==> config.mk <==
export PLATFORM = sky130hd
export DESIGN_NAME = xmit_frame_gen
export DESIGN_NICKNAME = d
export VERILOG_FILES = /design/src/rtl/xmit_frame_gen.sv
export SDC_FILE = /design/constraint.sdc
export NUM_CORES = 1
export LEC_CHECK = 0
export BUFFER_PORTS_ARGS = -buffer_cell sky130_fd_sc_hd__buf_2
export CAP_MARGIN = 20
export CORE_UTILIZATION = 45
export CTS_BUF_LIST = sky130_fd_sc_hd__clkbuf_2
export CTS_CLUSTER_SIZE = 16
export DETAILED_ROUTE_END_ITERATION = 7
export PLACE_DENSITY_LB_ADDON = 0.1
export SLEW_MARGIN = 0
export SYNTH_ARGS = -nofsm -noshare
export SYNTH_HDL_FRONTEND = slang
export SYNTH_SLANG_ARGS = --single-unit
export TNS_END_PERCENT = 50
==> constraint.sdc <==
create_clock -name clk_sys -period 8.3 [get_ports clk_sys]
set_input_delay 1.66 -clock clk_sys [delete_from_list [all_inputs] [get_ports clk_sys]]
set_output_delay 1.66 -clock clk_sys [all_outputs]
set_load 0.02 [all_outputs]
==> src/rtl/xmit_frame_gen.sv <==
// Programmable transmit-path frame generator: head/body/tail framing, gap, priority modes
// and discard counting, with every output driven from a register.
module xmit_frame_gen #(
  parameter int unsigned       DATA_W    = 8,
  parameter int unsigned       LEN_W     = 12,
  parameter int unsigned       CNT_W     = 16,
  parameter logic [DATA_W-1:0] HEAD_BYTE = 8'hFF,
  parameter logic [DATA_W-1:0] BODY_BYTE = 8'h00,
  parameter logic [7:0]        LFSR_SEED = 8'hA5
) (
  input  logic                 clk_sys,
  input  logic                 reset,
  input  logic                 start,
  input  logic                 stop,
  input  logic [LEN_W-1:0]     cfg_len,
  input  logic [CNT_W-1:0]     cfg_num,
  input  logic [CNT_W-1:0]     cfg_gap,
  input  logic [1:0]           cfg_prio,
  input  logic                 cfg_incr,
  input  logic                 m_discard_en,
  output logic [DATA_W-1:0]    f_data_in,
  output logic                 f_rec_data_valid,
  output logic                 f_rec_frame_valid,
  output logic [2*LEN_W-1:0]   f_ctrl_in,
  output logic                 f_hi_priority,
  output logic                 busy,
  output logic                 done,
  output logic                 cfg_err,
  output logic [CNT_W-1:0]     pkt_count,
  output logic [CNT_W-1:0]     discard_count
);

  localparam logic [2:0] S_IDLE = 3'd0;
  localparam logic [2:0] S_HEAD = 3'd1;
  localparam logic [2:0] S_BODY = 3'd2;
  localparam logic [2:0] S_TAIL = 3'd3;
  localparam logic [2:0] S_GAP  = 3'd4;
  localparam logic [2:0] S_DONE = 3'd5;

  function automatic logic [7:0] lfsr_next(input logic [7:0] l);
    return {l[6:0], l[7] ^ l[5] ^ l[4] ^ l[3]};
  endfunction

  logic [2:0]          state_q, state_d;
  logic [CNT_W-1:0]    cnt_q, cnt_d, num_q, num_d, gap_q, gap_d;
  logic [LEN_W-1:0]    len_q, len_d;
  logic [1:0]          prio_q, prio_d;
  logic                incr_q, incr_d, stop_q, stop_d, tog_q, tog_d, done_arm_q, done_arm_d;
  logic [7:0]          lfsr_q, lfsr_d;
  logic [DATA_W-1:0]   data_q, data_d;
  logic                dv_q, dv_d, fv_q, fv_d, hi_q, hi_d, busy_q, busy_d, done_q, done_d, err_q, err_d;
  logic [2*LEN_W-1:0]  ctrl_q, ctrl_d;
  logic [CNT_W-1:0]    pkt_q, pkt_d, disc_q, disc_d;
  logic                busy_st_s, stop_seen_s, last_pkt_s;

  assign busy_st_s   = (state_q == S_HEAD) || (state_q == S_BODY) || (state_q == S_TAIL) || (state_q == S_GAP);
  assign stop_seen_s = stop_q || stop;
  assign last_pkt_s  = (num_q != CNT_W'(0)) && ((pkt_q + CNT_W'(1)) == num_q);

  // Next-state logic; outputs are derived from the current state, so they trail it by one edge.
  always_comb begin
    state_d = state_q; cnt_d = cnt_q; len_d = len_q; num_d = num_q; gap_d = gap_q;
    prio_d = prio_q; incr_d = incr_q; tog_d = tog_q; lfsr_d = lfsr_q; pkt_d = pkt_q;
    data_d = DATA_W'(0); dv_d = 1'b0; fv_d = 1'b0; ctrl_d = (2*LEN_W)'(0); hi_d = hi_q;
    busy_d = busy_st_s; done_d = done_arm_q; err_d = 1'b0;
    if (state_q != S_IDLE && m_discard_en && !(&disc_q)) disc_d = disc_q + CNT_W'(1);
    else disc_d = disc_q;
    if (busy_st_s && stop) stop_d = 1'b1;
    else stop_d = stop_q;
    case (state_q)
      S_IDLE, S_DONE: begin
        if (start && (cfg_len < LEN_W'(8))) begin
          err_d = 1'b1;
        end else if (start) begin
          state_d = S_HEAD; cnt_d = CNT_W'(0);
          len_d = cfg_len; num_d = cfg_num; gap_d = cfg_gap; prio_d = cfg_prio; incr_d = cfg_incr;
          stop_d = 1'b0; tog_d = 1'b0; lfsr_d = LFSR_SEED; pkt_d = CNT_W'(0); disc_d = CNT_W'(0);
        end else begin
          state_d = state_q;
        end
      end
      S_HEAD: begin
        data_d = HEAD_BYTE; dv_d = 1'b1;
        if (cnt_q == CNT_W'(0)) begin
          fv_d = 1'b1; ctrl_d = {len_q, len_q};
          case (prio_q)
            2'b00:   hi_d = 1'b0;
            2'b01:   hi_d = 1'b1;
            2'b10:   hi_d = tog_q;
            2'b11:   hi_d = lfsr_q[0];
            default: hi_d = 1'b0;
          endcase
          tog_d = ~tog_q; lfsr_d = lfsr_next(lfsr_q);
        end else begin
          fv_d = 1'b0;
        end
        if (cnt_q == CNT_W'(3)) begin
          cnt_d = CNT_W'(0);
          if (len_q == LEN_W'(8)) state_d = S_TAIL;
          else state_d = S_BODY;
        end else begin
          cnt_d = cnt_q + CNT_W'(1);
        end
      end
      S_BODY: begin
        dv_d = 1'b1;
        if (incr_q) data_d = cnt_q[DATA_W-1:0];
        else data_d = BODY_BYTE;
        if (cnt_q == CNT_W'(len_q - LEN_W'(9))) begin
          state_d = S_TAIL; cnt_d = CNT_W'(0);
        end else begin
          cnt_d = cnt_q + CNT_W'(1);
        end
      end
      S_TAIL: begin
        data_d = HEAD_BYTE; dv_d = 1'b1;
        if (cnt_q == CNT_W'(3)) begin
          cnt_d = CNT_W'(0); pkt_d = pkt_q + CNT_W'(1);
          if (last_pkt_s || stop_seen_s) state_d = S_DONE;
          else if (gap_q != CNT_W'(0)) state_d = S_GAP;
          else state_d = S_HEAD;
        end else begin
          cnt_d = cnt_q + CNT_W'(1);
        end
      end
      S_GAP: begin
        // A stop seen here ends the run without opening another packet.
        if (cnt_q == (gap_q - CNT_W'(1))) begin
          cnt_d = CNT_W'(0);
          if (stop_seen_s) state_d = S_DONE;
          else state_d = S_HEAD;
        end else begin
          cnt_d = cnt_q + CNT_W'(1);
        end
      end
      default: state_d = S_IDLE;
    endcase
    done_arm_d = (state_d == S_DONE) && (state_q != S_DONE);
  end

  // State and output registers with synchronous active-low reset.
  always_ff @(posedge clk_sys) begin
    if (!reset) begin
      state_q <= S_IDLE; cnt_q <= CNT_W'(0); len_q <= LEN_W'(0); num_q <= CNT_W'(0); gap_q <= CNT_W'(0);
      prio_q <= 2'b00; incr_q <= 1'b0; stop_q <= 1'b0; tog_q <= 1'b0; done_arm_q <= 1'b0; lfsr_q <= LFSR_SEED;
      data_q <= DATA_W'(0); dv_q <= 1'b0; fv_q <= 1'b0; ctrl_q <= (2*LEN_W)'(0); hi_q <= 1'b0;
      busy_q <= 1'b0; done_q <= 1'b0; err_q <= 1'b0; pkt_q <= CNT_W'(0); disc_q <= CNT_W'(0);
    end else begin
      state_q <= state_d; cnt_q <= cnt_d; len_q <= len_d; num_q <= num_d; gap_q <= gap_d;
      prio_q <= prio_d; incr_q <= incr_d; stop_q <= stop_d; tog_q <= tog_d; done_arm_q <= done_arm_d; lfsr_q <= lfsr_d;
      data_q <= data_d; dv_q <= dv_d; fv_q <= fv_d; ctrl_q <= ctrl_d; hi_q <= hi_d;
      busy_q <= busy_d; done_q <= done_d; err_q <= err_d; pkt_q <= pkt_d; disc_q <= disc_d;
    end
  end

  assign f_data_in         = data_q;
  assign f_rec_data_valid  = dv_q;
  assign f_rec_frame_valid = fv_q;
  assign f_ctrl_in         = ctrl_q;
  assign f_hi_priority     = hi_q;
  assign busy              = busy_q;
  assign done              = done_q;
  assign cfg_err           = err_q;
  assign pkt_count         = pkt_q;
  assign discard_count     = disc_q;

endmodule

==> impl_metrics.yaml, run 1 <==
run_status:
  status: "finished clean"
cts:
  cts_root_buf: "clkbuf_2"
  post_cts_buffers: 0
  clk_pin_slew_worst_paths_ns: 0.19
  cts_sinks: 135
  htreeDepth: 4
  cts_buffers: 17
  ctsHoldBuffers: 0
  ctsResizeCount: 0
  clockBufferDepth: 2
  clock_latency_ns: 0.72
  cts_tree: "yes"
synth:
  yosysWarnings: 0
  ys_ff_latch: 135
  yosys.area.top_type: "dfxtp_1"
  synth_edf_count: 0
  synth_cell_types: 73
  yosysSeqAreaShare_pct: 38.2
  syn_area_per_cell_um2: 7.94
  yosys-top-cells-area: "dfxtp_1, nand2_1, a21oi_1, xnor2_1, xor2_1"
  syn_nets: 949
  ys.flop_type: "dfxtp_1"
  synth-async-reset-ratio_pct: 0
  syn-cell-area_um2: 7070
  netlist_instances: 891
  synth_top_area_share_pct: 38.2
global_route:
  grt_pass1_wl_um: 29700
  antenna_found_initial: 1
  grt_max_degree: 74
  gr-total-overflow: 0
  grt_pass1_vias: 5814
  grt_util_all_layers_pct: 23.1
route:
  routedWlPerCell_um: 15.0
  drt_pass1_iterations: 6
  ant_nets: 0
  wl_met3_um: 767
  met1Wirelength_um: 8520
  wl_um: 17900
  viasPerCell: 5.35
  drt_iter0_markers: 468
  drc_errors: 0
  routed.top_layer: "met4"
  vias: 6352
  dr_wl_met2_um: 8430
cells_and_area:
  final_cells: 1188
  drive_gt1_share_pct: 18.5
  syn2layout_area_growth_pct: 11.5
  final_area_um2: 7890
  layout.nets: 1021
placement:
  dp_hpwl_um: 12400
  gp_congestion: 0.818
  dp_slack_ns: 4.03
  numPortBuffers: 121
  postPlaceCellArea_um2: 7590
  dp.cells: 1154
sta:
  relSlewSlack_pct: 39.0
  rsz0062_at_grt: "no"
  tns_ns: 0
  finalHoldViolCount: 0
  whs_ns: 0.465
  worst_pin_slew_ns: 0.908
  period_share_pct: 46.1
  finalClockSkew_ns: 0.0206
  fmax_mhz: 261
  layout_setup_ws_ns: 4.47
  setup_viol: 0
  fin_crit_ns: 3.83
  slew_violations: 0
critical_path:
  crit_arrival_ns: 4.44
  start_kind: "flip-flop"
  endpoint_kind: "flip-flop"
  slowest_delay_ns: 0.61
  critical_path.top_delay_family: "simple AND/OR/NAND/NOR gates"
  crit_buf_inv: 0
  path_max_fanout: 11
  cp.required_ns: 8.92
  cpMostUsedCell: "or4_4"
  crit_chain: "or4_4 > or4_2 > nor3b_1 > mux2i_1 > nand4_1 > or4_4 > a22oi_4 > nor2_4 > a221o_1"
  crit_slowest_cell: "or4_4"
  crit_type: "flip-flop to flip-flop"
pwr:
  peakVddDrop_uv: 99.7
  p_per_area_nw_per_um2: 172
  power.leakage_nw: 3.28
floorplan:
  die_x_um: 127
  pin_count: 122
  row_count: 45
  initial_core_util_pct: 46.3
  die_height_um: 127
  core_um2: 15300
  dieArea_um2: 16200
min_path:
  hp-class: "flip-flop to flip-flop"
flow_run:
  cap_violations: 0
==> routing by layer <==
metal | vias to the layer above | track usage (%)
li1 | 3248 | -
met1 | 2953 | 30.4
met2 | 137 | 37.9
met3 | 14 | 5.40
met4 | 0 | 6.37
met5 | - | 0
==> area by class of cell <==
cell class              count  area [µm²]
inverters                  15        56.3
well taps                 211         264
repair buffers            125         648
diodes                      1        2.50
clock buffers              18        90.1
fillers                  1571        7370
multi-input cells         669        3940
clock inverters            14         181
flip-flops and latches    135        2700
==> synthesized netlist by cell type (12+ instances only) <==
cell,number
inv_1,14
xnor2_1,40
nor4_1,12
nand3_1,30
xor2_1,39
nand2_1,151
clkbuf_1,42
nor3_1,27
and3_1,30
nand4_1,17
o21ai_0,23
dfxtp_1,135
a21oi_1,81
buf_4,14
nor2_1,71
==> flip-flops by register name (all words and copies together) (netlist names), 2 cells and up <==
name and count:
pkt_count 16, lfsr_q 8, cnt_q 16, gap_q 16
f_ctrl_in 12, prio_q 2, num_q 16, state_q 3
len_q 12, discard_count 16, f_data_in 8
==> where the power goes <==
part / total [W] / switching (W) / internal (W)
Sequential: 0.000704 / 0.0000301 / 0.000674
Clock: 0.000450 / 0.000253 / 0.000197
Combinational: 0.000206 / 0.000119 / 0.0000867
==> final timing paths <==
kind                            startpoint         to  slack [ns]  cells past startpoint
worst min register to register      incr_q     incr_q        0.46                      2
worst max register to register    len_q[4]  cnt_q[12]        4.47                      9
worst max-delay path              len_q[4]  cnt_q[12]        4.47                      9
worst min-delay path                incr_q     incr_q        0.46                      2
==> per-stage QoR <==
stage          power, W  utilization (%)
2_1_floorplan  0.000867                -
3_3_place_gp   0.000920             49.7
3_5_place_dp   0.000921             49.7
4_1_cts         0.00137             51.5
5_1_grt         0.00143             51.7
6_report        0.00136             51.7
==> cells in the final DEF (no fill, tap or decap), types with 4 or more instances in the layout <==
cell type  synthesis  final
nand2_1          151    150
dfxtp_1          135    135
buf_2              8    121
a21oi_1           81     81
nor2_1            71     71
xnor2_1           40     40
xor2_1            39     39
nand3_1           30     30
and3_1            30     30
nor3_1            27     27
o21ai_0           23     23
clkbuf_2           1     18
nand4_1           17     17
inv_1             14     14
nor4_1            12     12
a31oi_1           11     11
a311oi_1          11     11
and2_1             9      9
mux2i_1            9      9
or3_1              8      8
a221o_1            7      7
ha_1               6      6
nor2b_1            5      5
a211oi_1           5      5
and2b_1            5      5
nand2b_1           4      4
nand3b_1           4      4
or2_2              4      4
or4_1              4      4
clkinv_2           0      4
bufinv_16          0      4
==> worst min-delay path: stages (launching register included) <==
cell and delay, ns:
dfxtp_1 0.35, nand2_1 0.05, a21oi_1 0.05
==> kinds of logic (layout without fill, tap and decap cells) <==
logic type                 after synthesis  in the layout  share of synthesized area [%]
muxes                                   10             10                           1.43
DFF                                    135            135                           38.2
AOI/OAI and AO/OA                      170            170                           15.2
buffers and inverters                   87            172                           6.09
xor gates and xnor gates                79             79                           9.79
adders and majority gates                6              6                           1.06
other                                    0              1                              0
and+or+nand+nor                        404            404                           28.2
(Power assumes the default switching activity.)
==> run 2, diff against run 1 <==
ABC_AREA = 1   (was default)
clock period = 3.3 ns   (was 8.3 ns; I/O delays follow)
==> impl_metrics.yaml, run 2 <==
run_status:
  status: "finished clean"
flow_run:
  cap_violations: 0
cts:
  ctsHoldBuffers: 0
  cts_tree: "yes"
  ctsResizeCount: 0
  clk_pin_slew_worst_paths_ns: 0.22
  clockBufferDepth: 2
  cts_buffers: 17
  cts_root_buf: "clkbuf_2"
  htreeDepth: 4
  cts_sinks: 135
  post_cts_buffers: 0
  clock_latency_ns: 0.73
pwr:
  pwr-share-clk_pct: 30.2
  p_comb_share_pct: 21.7
  switching_share_pct: 35.1
  p_per_area_nw_per_um2: 435
  power.internal_w: 0.00247
  power.leakage_nw: 4.18
  p_total_w: 0.00380
  seqPwrFrac_pct: 48.1
  peakVddDrop_uv: 296
  switchingPower_w: 0.00133
floorplan:
  core_um2: 16800
  die_x_um: 134
  initial_core_util_pct: 46.6
  dieArea_um2: 17900
  pin_count: 122
  row_count: 47
  die_height_um: 134
global_route:
  grt_pass1_vias: 7170
  grt_pass1_wl_um: 35500
  gr-total-overflow: 0
  grt_util_all_layers_pct: 25.2
  grt_max_degree: 63
  antenna_found_initial: 2
cells_and_area:
  ff_latch_area_um2: 2700
  layout.nets: 1343
  final_cell_mix: "nand2_1, nor2_1, inv_1"
  drive_gt1_share_pct: 16.3
  syn2layout_area_growth_pct: 12.0
  final_common_cell: "nand2_1"
  fillers: 1786
  multi_input_area_um2: 4220
min_path:
  min_path_cells: 3
  hp-class: "input port to flip-flop"
sta:
  worst_pin_slew_ns: 0.659
  fin_crit_ns: 2.49
  fmax_mhz: 402
  period_share_pct: 75.4
  tns_ns: 0
  relSlewSlack_pct: 56.0
  slew_violations: 0
  finalClockSkew_ns: 0.0400
  setup_viol: 0
  finalHoldViolCount: 0
  rsz0062_at_grt: "no"
critical_path:
  endpoint_kind: "flip-flop"
  r2r_cells: 15
  start_kind: "flip-flop"
  crit_arrival_ns: 3.12
  crit_type: "flip-flop to flip-flop"
  cp.required_ns: 3.94
  path_max_fanout: 16
placement:
  numPortBuffers: 121
  dp_hpwl_um: 16200
  gp_congestion: 0.872
route:
  drt_iter0_markers: 461
  routedWlPerCell_um: 14.2
  wl_um: 21500
  vias: 7702
  viasPerCell: 5.07
  ant_nets: 0
  drt_pass1_iterations: 5
  drc_errors: 0
synth:
  yosys-top-cells-area: "dfxtp_1, nand2_1, nand3_1, nor2_1, inv_1"
  syn_area_per_cell_um2: 6.55
  syn-cell-area_um2: 7810
  synth_most_common_cell: "nand2_1"
  ys.flop_type: "dfxtp_1"
  netlist_instances: 1193
  ys_ff_latch: 135
  yosysSeqAreaShare_pct: 34.6
  syn_nets: 1251
  yosys.area.top_type: "dfxtp_1"
  synth-async-reset-ratio_pct: 0
  synth_top_area_share_pct: 34.6
  yosysWarnings: 0
  synth_edf_count: 0
  synth_cell_types: 38
  netlist_top_cells_count: "nand2_1, nor2_1, inv_1"
==> run 2: cell count changes after synthesis, sizes merged, moves of 21 or more <==
cell,previous run,this run
xnor2,40,13
inv,15,150
nand3,30,125
nand2,151,256
nor2,72,166
and3,32,0
clkbuf,46,25
o21ai,24,75
==> run 2: final cells by class <==
type / count / share of cell area [%]
Multi-Input combinational cell: 845 / 48.2
Sequential cell: 135 / 30.9
Inverter: 153 / 6.57
Tap cell: 220 / 3.15
Antenna cell: 2 / 0.0572
Timing Repair Buffer: 133 / 7.95
Clock buffer: 17 / 0.973
Clock inverter: 15 / 2.19
==> run 2: worst paths after layout <==
path / start / endpoint / slack (ns)
max: gap_q[0] / cnt_q[3] / 0.81
min reg2reg: done_arm_q / done / 0.45
max reg2reg: gap_q[0] / cnt_q[3] / 0.81
min: cfg_num[5] / num_q[5] / 0.16
==> run 2: through the flow <==
stage | hold slack [ns] | utilization [%] | area (µm²) | setup WS [ns] | instances
finish | 0.164 | 52.2 | 8750 | 0.811 | 1520
detailed placement | 0.425 | 50.5 | 8460 | 0.899 | 1486
CTS | 0.111 | 52.2 | 8740 | 0.838 | 1518
floorplan | 0.390 | - | 7810 | 1.32 | 1193
global placement | 0.430 | 50.5 | 8460 | 0.924 | 1486
global route | 0.118 | 52.2 | 8740 | 0.436 | 1519
==> run 2: critical path, stage by stage (launching register included) <==
cell     delay (ns)
dfxtp_1        0.36
inv_1          0.14
ha_1           0.26
nand3_2        0.19
nor2_4         0.20
nand2_1        0.07
nand2_1        0.10
nand2_1        0.06
nand2_1        0.07
nand3_1        0.07
nor2_1         0.16
nand3_2        0.34
nand3_1        0.18
nand4_1        0.09
nand2_1        0.07
inv_1          0.04
==> run 2: cells by family after synthesis <==
group	share of synthesized area [%]
adder cells (fa/ha/maj)	0.961
AND/OR/NAND/NOR	34.4
buffers and inverters	11.4
XOR/XNOR	6.97
flip-flops	34.6
AO/OA/AOI/OAI	11.7
==> run 2: power by group through the flow <==
stage	clock network (W)	logic, W	registers [W]
2_1_floorplan	0	0.000589	0.00187
3_3_place_gp	0	0.000820	0.00186
3_5_place_dp	0	0.000825	0.00186
4_1_cts	0.00118	0.000829	0.00183
5_1_grt	0.00125	0.000949	0.00184
6_report	0.00115	0.000827	0.00183
==> run 2: routing by layer <==
| metal | track usage (%) | up-vias | wire, µm |
|---|---|---|---|
| met5 | 0 | - | 0 |
| met4 | 9.47 | 0 | 529 |
| met3 | 5.14 | 34 | 1090 |
| met2 | 41.8 | 184 | 9990 |
| met1 | 32.0 | 3487 | 9940 |
| li1 | - | 3997 | - |
==> run 3, diff against run 2 <==
clock period = 2.29 ns   (was 3.3 ns; I/O delays follow)
==> impl_metrics.yaml, run 3 (same netlist as run 2, synthesis figures left out) <==
run_status:
  status: "finished clean"
critical_path:
  crit_chain: "inv_1 > ha_1 > nand2_1 > nand2_4 > nand2_1 > nand2_1 > nand2_1 > nand2_1 > nand3_1 > nor3_4 > nand2_4 > nand3_1 > nand4_1 > nand2_1 > inv_1"
  cp.required_ns: 2.92
  start_kind: "flip-flop"
  cpMostUsedCell: "nand2_1"
  r2r_cells: 15
  critical_path.top_delay_family: "simple AND/OR/NAND/NOR gates"
  path_max_fanout: 8
  critPathLaunch: "len_q[1]"
  endpoint_kind: "flip-flop"
  crit_cells: 15
  crit_type: "flip-flop to flip-flop"
  slowest_delay_ns: 0.37
  r2r_start: "len_q[1]"
  crit_slowest_cell: "dfxtp_2"
  crit_arrival_ns: 2.78
  crit_buf_inv: 2
route:
  ant_nets: 0
  vias: 8021
  routedWlPerCell_um: 14.0
  drt_iter0_markers: 444
  drt_pass1_iterations: 5
  wl_um: 22300
  viasPerCell: 5.05
  drc_errors: 0
pwr:
  pwr-share-clk_pct: 28.9
  p_comb_share_pct: 24.1
  peakVddDrop_uv: 411
  p_per_area_nw_per_um2: 587
  switchingPower_w: 0.00201
  power.internal_w: 0.00357
  p_total_w: 0.00557
  switching_share_pct: 36.0
  power.leakage_nw: 4.58
  seqPwrFrac_pct: 47.0
cells_and_area:
  ff_latch_area_um2: 2720
  multi_input_area_um2: 4310
  layout.nets: 1413
  fillers: 1686
  post-route-util_pct: 56.7
  final_common_cell: "nand2_1"
  final_cells: 1589
  syn2layout_area_growth_pct: 21.6
  final_cell_mix: "nand2_1, nor2_1, inv_1"
  drive_gt1_share_pct: 19.2
sta:
  finalClockSkew_ns: 0.0408
  relSlewSlack_pct: 70.1
  setup_viol: 0
  worst_pin_slew_ns: 0.448
  finalHoldViolCount: 0
  rsz0062_at_grt: "yes"
  fmax_mhz: 465
  slew_violations: 0
  fin_crit_ns: 2.15
  period_share_pct: 93.9
  whs_ns: 0.0639
min_path:
  hp-class: "input port to flip-flop"
  min_path_cells: 3
  hold_start: "cfg_gap[5]"
global_route:
  antenna_found_initial: 1
  grt_max_degree: 41
  grt_util_all_layers_pct: 25.7
  grt_pass1_vias: 7472
  gr-total-overflow: 0
  grt_pass1_wl_um: 36500
cts:
  cts_root_buf: "clkbuf_2"
  cts_buffers: 17
  htreeDepth: 4
  clk_pin_slew_worst_paths_ns: 0.23
  cts_sinks: 135
  clockBufferDepth: 2
  cts_tree: "yes"
  clock_latency_ns: 0.73
floorplan:
  pin_count: 122
  die_x_um: 134
  row_count: 47
  dieArea_um2: 17900
  die_height_um: 134
  initial_core_util_pct: 46.6
  core_um2: 16800
flow_run:
  cap_violations: 0
placement:
  dp.cells: 1515
  gp_congestion: 0.921
  numPortBuffers: 121
  dp_hpwl_um: 16500
==> run 3: path summary, 6_finish.rpt <==
kind,endpoint,slack [ns]
min reg2reg,lfsr_q[1],0.48
max,cnt_q[5],0.14
max reg2reg,cnt_q[5],0.14
min,gap_q[5],0.06
==> run 3: final cells by class <==
class | instances | area share (%)
well taps | 220 | 2.90
flip-flops and latches | 135 | 28.6
repair buffers | 202 | 14.3
clock buffers | 17 | 0.896
inverters | 153 | 6.05
multi-input cells | 846 | 45.4
diodes | 1 | 0.0263
clock inverters | 15 | 1.87
==> run 3: power by group through the flow <==
stage / Sequential (W) / Combinational [W] / Clock (W)
floorplan: 0.00269 / 0.000849 / 0
global placement: 0.00267 / 0.00124 / 0
detailed placement: 0.00266 / 0.00125 / 0
CTS: 0.00262 / 0.00130 / 0.00166
global route: 0.00264 / 0.00152 / 0.00175
finish: 0.00262 / 0.00134 / 0.00161
==> run 3: worst reg2reg max path: stages (launching register included) <==
cell and delay, ns:
dfxtp_2 0.37, inv_1 0.09, ha_1 0.18, nand2_1 0.12, nand2_4 0.14, nand2_1 0.06
nand2_1 0.08, nand2_1 0.05, nand2_1 0.07, nand3_1 0.12, nor3_4 0.34, nand2_4 0.16
nand3_1 0.11, nand4_1 0.09, nand2_1 0.06, inv_1 0.03
==> run 3: routing by layer <==
layer	track usage (%)	vias to the layer above	share of wire (%)
met5	0	-	0
met4	8.84	0	2.4
met3	4.07	35	4.1
met2	44.1	201	48
met1	32.5	3635	45
li1	-	4150	-
==> run 3: stage by stage <==
stage | setup slack [ns] | area, µm² | setup TNS, ns
3_3_place_gp | 0.129 | 8730 | 0
3_5_place_dp | 0.132 | 8730 | 0
4_1_cts | 0.0597 | 9370 | 0
5_1_grt | -0.0634 | 9500 | -0.269
2_1_floorplan | 0.307 | 7810 | 0
6_report | 0.139 | 9500 | 0
==> run 3: timing repair <==
item / in CTS / in global routing
hold buffers: 37 / 0
gates resized for setup: 0 / 28
endpoints found under the hold margin: 37 / 0
setup endpoints to repair: 0 / 31
buffers inserted: 0 / 3
